### src/rtl/regfile_debug_scan_pkg.sv
// Shared constants for the register-file debug scan: FSM state encoding,
// bytes per word and the debug register count.
package regfile_debug_scan_pkg;

    localparam int BYTES_PER_WORD_C = 4;
    localparam int DEBUG_REGS       = 32;
    localparam int REG_AW           = $clog2(DEBUG_REGS);

    typedef logic [2:0] state_t;

    localparam state_t ST_IDLE   = 3'd0;
    localparam state_t ST_HALT   = 3'd1;
    localparam state_t ST_LATCH  = 3'd2;
    localparam state_t ST_SEND   = 3'd3;
    localparam state_t ST_FINISH = 3'd4;
    localparam state_t ST_PCWORD = 3'd5;

endpackage

### src/rtl/regfile_debug_scan_word_byte_serializer.sv
// Word-to-byte serializer: loads one word and presents its bytes MSB first
// over a valid/ready handshake, flagging the final byte with last.
module word_byte_serializer #(
    parameter int BYTES = 4
) (
    input  logic               clk,
    input  logic               rst,
    input  logic               load,
    input  logic [8*BYTES-1:0] word,
    input  logic               enable,
    input  logic               ready,
    output logic [7:0]         data,
    output logic               valid,
    output logic               last
);

    localparam int             CW       = (BYTES > 1) ? $clog2(BYTES) : 1;
    localparam logic [CW-1:0]  LAST_IDX = CW'(BYTES - 1);

    logic [8*BYTES-1:0] word_q;
    logic [CW-1:0]      idx_q;
    logic [8*BYTES-1:0] shifted;

    always_ff @(posedge clk or posedge rst) begin
        if (rst) begin
            word_q <= '0;
            idx_q  <= '0;
        end else if (load) begin
            word_q <= word;
            idx_q  <= '0;
        end else if (enable && ready) begin
            idx_q  <= idx_q + 1'b1;
        end
    end

    // The index only advances on a handshake, so data holds while stalled.
    assign shifted = word_q << (8 * idx_q);
    assign valid   = enable;
    assign last    = (idx_q == LAST_IDX);
    assign data    = enable ? shifted[8*BYTES-1 -: 8] : 8'h00;

endmodule

### src/rtl/regfile_debug_scan.sv
// Freezes the pipeline and streams registers 0..NUM_REGS-1 as MSB-first bytes.
// Optional macro DEBUG_SCAN_PC_EN prepends the current PC as one extra word.
module regfile_debug_scan
    import regfile_debug_scan_pkg::*;
#(
    parameter int NUM_REGS       = DEBUG_REGS,
    parameter int BYTES_PER_WORD = BYTES_PER_WORD_C
) (
    input  logic              clk,
    input  logic              rst,
    input  logic              start,
    output logic              halt_req,
    input  logic              halt_ack,
    output logic              Debug_on,
    output logic [REG_AW-1:0] Debug_read_reg,
    input  logic [31:0]       regDebug,
    input  logic [31:0]       pc_value,
    output logic [7:0]        tx_data,
    output logic              tx_valid,
    input  logic              tx_ready,
    output logic              busy,
    output logic              done
);

    localparam logic [REG_AW-1:0] LAST_REG = REG_AW'(NUM_REGS - 1);

    state_t      state_q;
    state_t      state_d;
    logic        ser_load;
    logic        ser_enable;
    logic        ser_last;
    logic [31:0] ser_word;
    logic        word_done;

    assign word_done = tx_valid && tx_ready && ser_last;

`ifdef DEBUG_SCAN_PC_EN
    assign ser_load = (state_q == ST_LATCH) || ((state_q == ST_HALT) && halt_ack);
    assign ser_word = (state_q == ST_LATCH) ? regDebug : pc_value;
`else
    logic unused_pc;
    assign unused_pc = ^pc_value;
    assign ser_load  = (state_q == ST_LATCH);
    assign ser_word  = regDebug;
`endif

    always_comb begin
        state_d = state_q;
        case (state_q)
            ST_IDLE:   if (start) state_d = ST_HALT;
`ifdef DEBUG_SCAN_PC_EN
            ST_HALT:   if (halt_ack) state_d = ST_PCWORD;
`else
            ST_HALT:   if (halt_ack) state_d = ST_LATCH;
`endif
            ST_PCWORD: if (word_done) state_d = ST_LATCH;
            ST_LATCH:  state_d = ST_SEND;
            ST_SEND: begin
                if (word_done)
                    state_d = (Debug_read_reg == LAST_REG) ? ST_FINISH : ST_LATCH;
            end
            ST_FINISH: state_d = ST_IDLE;
            default:   state_d = ST_IDLE;
        endcase
    end

    always_ff @(posedge clk or posedge rst) begin
        if (rst) state_q <= ST_IDLE;
        else     state_q <= state_d;
    end

    // Restarting from register 0 on every accepted start discards any aborted dump.
    always_ff @(posedge clk or posedge rst) begin
        if (rst) begin
            Debug_read_reg <= '0;
        end else if ((state_q == ST_IDLE) && start) begin
            Debug_read_reg <= '0;
        end else if ((state_q == ST_SEND) && word_done && (Debug_read_reg != LAST_REG)) begin
            Debug_read_reg <= Debug_read_reg + 1'b1;
        end
    end

    assign ser_enable = (state_q == ST_SEND) || (state_q == ST_PCWORD);

    word_byte_serializer #(
        .BYTES (BYTES_PER_WORD)
    ) u_ser (
        .clk    (clk),
        .rst    (rst),
        .load   (ser_load),
        .word   (ser_word),
        .enable (ser_enable),
        .ready  (tx_ready),
        .data   (tx_data),
        .valid  (tx_valid),
        .last   (ser_last)
    );

    assign halt_req = (state_q == ST_HALT) || (state_q == ST_PCWORD) ||
                      (state_q == ST_LATCH) || (state_q == ST_SEND);
    assign Debug_on = (state_q == ST_LATCH) || (state_q == ST_SEND);
    assign busy     = (state_q != ST_IDLE);
    assign done     = (state_q == ST_FINISH);

endmodule
### config.mk
export PLATFORM = sky130hd
export DESIGN_NAME = regfile_debug_scan
export DESIGN_NICKNAME = d
export VERILOG_FILES = /design/src/rtl/regfile_debug_scan_pkg.sv /design/src/rtl/regfile_debug_scan_word_byte_serializer.sv /design/src/rtl/regfile_debug_scan.sv
export SDC_FILE = /design/constraint.sdc
export NUM_CORES = 1
export LEC_CHECK = 0
export ABC_AREA = 1
export CORE_MARGIN = 10
export CORE_UTILIZATION = 35
export CTS_CLUSTER_SIZE = 20
export DETAILED_ROUTE_END_ITERATION = 8
export GPL_TIMING_DRIVEN = 0
export HOLD_SLACK_MARGIN = 0.1
export PLACE_DENSITY = 0.75
export SLEW_MARGIN = 25
export SYNTH_ARGS = -nofsm -noshare
export SYNTH_HDL_FRONTEND = slang
export SYNTH_HIERARCHICAL = 1
export SYNTH_SLANG_ARGS = --single-unit
### constraint.sdc
create_clock -name clk -period 3.4 [get_ports clk]
set_input_delay 0.85 -clock clk [delete_from_list [all_inputs] [get_ports clk]]
set_output_delay 0.85 -clock clk [all_outputs]
set_load 0.05 [all_outputs]
---- Word level (Yosys, flattened, before mapping) ----
Index checks and enable logic that the tools add are counted.
operators by class
  magnitude comparators ................... 0
  $mul .................................... 0
  shift-type cells ........................ 1
  muxes and demuxes ....................... 11
  div/mod/pow operators ................... 0
  $add $sub $neg .......................... 2
  reduce and logical (&&, ||, !) cells .... 15
  equal/unequal tests ..................... 12
  bitwise logic cells ..................... 0
operator list
  operator                                              number
  left shift 32 x 5 -> 32 bit                           1
  two-way mux 3 bit                                     5
  one-hot mux 3 bit (5 select lines)                    1
  two-way mux 5 bit                                     2
  two-way mux 8 bit                                     1
  != test 2 bit (second input constant)                 4
  equality test 3 x 2 -> 1 bit (second input constant)  2
  equality test 3 bit (second input constant)           2
  adder 5 x 1 -> 5 bit (second input constant)          1
  equality test 5 bit (second input constant)           1
  logical AND 1 bit                                     5
  logical OR 1 bit                                      5
  != test 5 bit (second input constant)                 1
  two-way mux 2 bit                                     2
  AND reduction 4 bit                                   1
  nonzero test 2 bit                                    2
  equality test 3 x 1 -> 1 bit (second input constant)  1
  zero test 3 bit                                       1
  nonzero test 3 bit                                    1
  adder 2 x 1 -> 2 bit (second input constant)          1
  equality test 2 bit (second input constant)           1
word-level totals
  input bits .............................. 69
  output and inout port bits .............. 18
  word-level logic and storage cells ...... 45
  latch bits .............................. 0
  bits in writable memories ............... 0
  register bits ........................... 42
  memories ................................ 0
  ROM bits ................................ 0

---- Logic depth before layout (Yosys ltp) ----
  depth in word-level cells ............... 8
  gate-level depth with buffers ........... 10
  gate-level depth less buffers ........... 9

---- Hierarchy ----
The synthesis kept the hierarchy.
modules (own cells, without submodules)
  module                times used  cells an instance  seq. area each (µm²)  area each (µm²)
  word_byte_serializer  1           209                850.8                 1635.3
  regfile_debug_scan    1           72                 200.2                 528.0

---- Worst setup path before layout ----
Ideal clock, no wire load.
  kind .................................... register to output
  start point ............................. reg state_q[0]
  end point ............................... out done
  required time ........................... 2550 ps
  arrival ................................. 1597 ps
  path buffers ............................ 1
  stages on the path, launching flop included .. 3
  slack ................................... 953 ps
  path through ............................ dfrtp_1 buf_4 nor3_1
between the ends
  cells in the longest elaborated chain, start to end .. 1
RTL lines
  what                      RTL line                   RTL
  start: declaration        regfile_debug_scan.sv:27   state_t state_q;
  start signal: assignment  regfile_debug_scan.sv:69   else state_q <= state_d;
  equality test 3 bit       regfile_debug_scan.sv:103  assign done = (state_q == ST_FINISH);
  end: declaration          regfile_debug_scan.sv:22   output logic done
No other way between the ends.

---- Final worst setup path ----
  start point ............................. reg state_q[2]
  end point ............................... out tx_data[5]
between the ends
  cells in the longest elaborated chain, start to end .. 3
  elaborated cells on any way between the ends .. 4
  classes of those cells .................. 2 x eq/ne; 1 x mux; 1 x reduce/logical
RTL lines
  what                                                                 RTL line                                       RTL
  equality test 3 x 2 -> 1 bit or equality test 3 bit (tied branches)  regfile_debug_scan.sv:83                       assign ser_enable = (state_q == ST_SEND) || (state_q == ST_PCWORD);
  logical OR 1 bit *                                                   regfile_debug_scan.sv:83
  named net ser_enable                                                 regfile_debug_scan.sv:30                       logic ser_enable;
  two-way mux 8 bit *                                                  regfile_debug_scan_word_byte_serializer.sv:40  assign data = enable ? shifted[8*BYTES-1 -: 8] : 8'h00;
  end: declaration                                                     regfile_debug_scan.sv:18                       output logic [7:0] tx_data,
The timed path passes the listed nets; every way through them passes the cells marked *.

==> results.json <==
{
  "outcome": "completed",
  "cts_tree": "done",
  "skew_ns": 0.00829,
  "fmax_mhz": 325,
  "num-nets-final": 414,
  "slew-limit-headroom": 0.531,
  "die_h_um": 98.6,
  "pwr-share-comb": 0.525,
  "ys_seq_elements": 42,
  "largest_register_ffs": 32,
  "syn_inst": 281,
  "drtIter0Drc": 85,
  "cts.sinks": 42,
  "setup-tns-final_ns": 0,
  "vias": 1957,
  "routedWlPerCell_um": 13.2,
  "seqPwrFrac": 0.313,
  "gp_congestion": 0.829,
  "setup.worst_path.end_class": "output pin",
  "synth_common_cells": "nand2_1 (84), dfrtp_1 (42), inv_1 (39), o21ai_0 (32), nand3_1 (29)",
  "syn_area_per_cell_sq_um": 7.70,
  "post-route-period-util": 0.906,
  "setup_viol": 0,
  "utilization": 0.489,
  "synth_edf_count": 0,
  "crit_family": "buffers and inverters",
  "ys_top_cells_by_area": "dfrtp_1 (49%), nand2_1 (15%), o21ai_0 (7.4%), inv_1 (6.8%), nand3_1 (6.7%)",
  "grt_max_degree": 35,
  "yosysTopAreaCell": "dfrtp_1",
  "required_ns": 2.55,
  "crit_chain": "inv_2, nand3_2, nand2_2, inv_1, a21oi_1, clkdlybuf4s50_1",
  "rows": 28,
  "yosys_most_used_dff": "dfrtp_1",
  "r2r_setup_slack_ns": 1.76,
  "die_w_um": 98.6,
  "drt-total-wl_mm": 5.50,
  "p_clk_frac": 0.161,
  "yosysMostFrequentCell": "nand2_1",
  "clock_path_buffers": 2,
  "switchingPower_mw": 1.10,
  "syn_to_final_growth_pct": 34.5,
  "cts_resized": 0,
  "syn_nets": 353,
  "overflow": 0,
  "startpoint_type": "flip-flop",
  "dr.pass1.iters": 4,
  "tightest_slew_ns": 0.703,
  "die-area_sq_um": 9730,
  "p_int_mw": 1.38,
  "synth_area_sq_um": 2160,
  "cp_num_buf_inv": 3,
  "io-pin-count": 87,
  "drv_slew": 0,
  "hold_viol": 0,
  "hp-class": "flip-flop to flip-flop",
  "start_util": 0.363,
  "cp.arrival_ns": 2.23,
  "ant_nets": 0,
  "clk_latency_ns": 0.29,
  "swShare": 0.443,
  "power_mw": 2.47,
  "core-area_sq_um": 5960,
  "portBuffers": 54,
  "root_buffer": "clkbuf_8",
  "grt.total_usage": 0.115,
  "antenna_found_initial": 0,
  "yosysTopAreaCellShare": 0.486,
  "postCtsSetupBuffers": 0,
  "cts_inserted_buffers": 5,
  "rsz0062_at_grt": "false",
  "max_stage_delay_ns": 0.84,
  "drc": 0,
  "vdd_drop_max_v": 0.000309,
  "grt_pass1_vias": 1998,
  "clk_pin_slew_ns": 0.07,
  "hpwl_mm": 4.36,
  "n_antenna_cell": 0,
  "grt_pass1_wl_mm": 9.40,
  "drive_above_1_share": 0.102,
  "power_density_nw_per_um2": 850,
  "synth_cell_types": 26,
  "ys_seq_area_frac": 0.486,
  "via_per_inst": 4.69,
  "cts.htree.levels": 2,
  "cp_slowest_cell": "clkdlybuf4s50_1",
  "yosysWarningCount": 6,
  "ctsHoldBuffers": 0,
  "fin_crit_ns": 3.08,
  "power_leakage_nw": 1.42,
  "crit_fanout": 8,
  "async_reset_ff_frac": 1.00,
  "cap_violations": 0,
  "crit_type": "flip-flop to output pin"
}
## worst min-delay path, stage by stage, from the launching register on
cell and delay (ns):
dfrtp_1 0.36, inv_1 0.06, o21ai_0 0.07
## cell usage in the layout (no fill, tap or decap)
| master | synthesis | final |
|---|---|---|
| xor2_1 | 1 | 1 |
| nand2_4 | 1 | 1 |
| o21ai_0 | 32 | 32 |
| dfrtp_1 | 42 | 42 |
| buf_4 | 4 | 4 |
| nand2_2 | 3 | 3 |
| nor2_1 | 5 | 5 |
| buf_2 | 5 | 5 |
| bufinv_16 | 0 | 1 |
| nand3_1 | 29 | 29 |
| nor2_4 | 1 | 1 |
| clkbuf_8 | 0 | 6 |
| inv_4 | 1 | 1 |
| buf_6 | 2 | 2 |
| inv_1 | 39 | 38 |
| nand2_1 | 84 | 84 |
| and3_1 | 1 | 1 |
| a211oi_1 | 1 | 1 |
| nor3_1 | 2 | 2 |
| nand3b_1 | 1 | 1 |
| clkdlybuf4s50_1 | 0 | 54 |
| nand3_2 | 2 | 2 |
| a21oi_1 | 9 | 9 |
| ha_1 | 3 | 3 |
| o21ai_1 | 2 | 2 |
| inv_2 | 7 | 8 |
| clkbuf_1 | 2 | 2 |
| nor2_2 | 1 | 1 |
| xnor2_1 | 1 | 1 |
## power groups by stage
stage / logic (mW) / registers [mW] / clock network (mW)
final: 1.30 / 0.775 / 0.399
after global placement: 1.28 / 0.777 / 0
after detailed placement: 1.31 / 0.785 / 0
after CTS: 1.31 / 0.776 / 0.406
after global routing: 1.46 / 0.796 / 0.429
after floorplan: 0.933 / 0.770 / 0
## stage by stage
stage	worst slack, ns	std cells	hold WS, ns	instance area, sq um
floorplan	0.953	281	0.491	2160
global placement	0.634	410	0.502	2800
detailed placement	0.627	410	0.518	2800
CTS	0.301	417	0.533	2910
global route	0.140	417	0.543	2910
finish	0.321	417	0.528	2910
## per-layer routing
layer	wire, um	track usage
met1	2410	0.137
met2	2740	0.195
met3	266	0.0335
met4	86	0.0353
met5	0	0
## final cells by class
| cell class | count | area (sq um) |
|---|---|---|
| buffer | 13 | 85.1 |
| clock buffer | 6 | 82.6 |
| clock inverter | 1 | 30.0 |
| fill | 614 | 3050 |
| inverter | 47 | 179 |
| multi-input combinational | 179 | 848 |
| sequential | 42 | 1050 |
| tap | 75 | 93.8 |
| timing repair buffer | 54 | 541 |
## final timing paths
| path | to | from | cells past startpoint |
|---|---|---|---|
| max in group asynchronous | u_ser/word_q[3] | rst | 2 |
| worst min register to register | u_ser/word_q[30] | u_ser/word_q[30] | 2 |
| worst min-delay path | u_ser/word_q[30] | u_ser/word_q[30] | 2 |
| worst max-delay path | tx_data[5] | state_q[2] | 6 |
| min in group asynchronous | state_q[2] | rst | 2 |
| worst max register to register | u_ser/word_q[4] | state_q[2] | 7 |
## logic make-up (layout without fill, tap and decap cells)
kind of cell / count (synthesis) / after routing / share of synthesized area
adders and majority gates: 3 / 3 / 0.0174
DFF: 42 / 42 / 0.486
and+or+nand+nor: 130 / 130 / 0.264
xor gates and xnor gates: 2 / 2 / 0.00810
AOI/OAI and AO/OA: 44 / 44 / 0.103
buffers and inverters: 60 / 121 / 0.122
(Power assumes the default switching activity.)
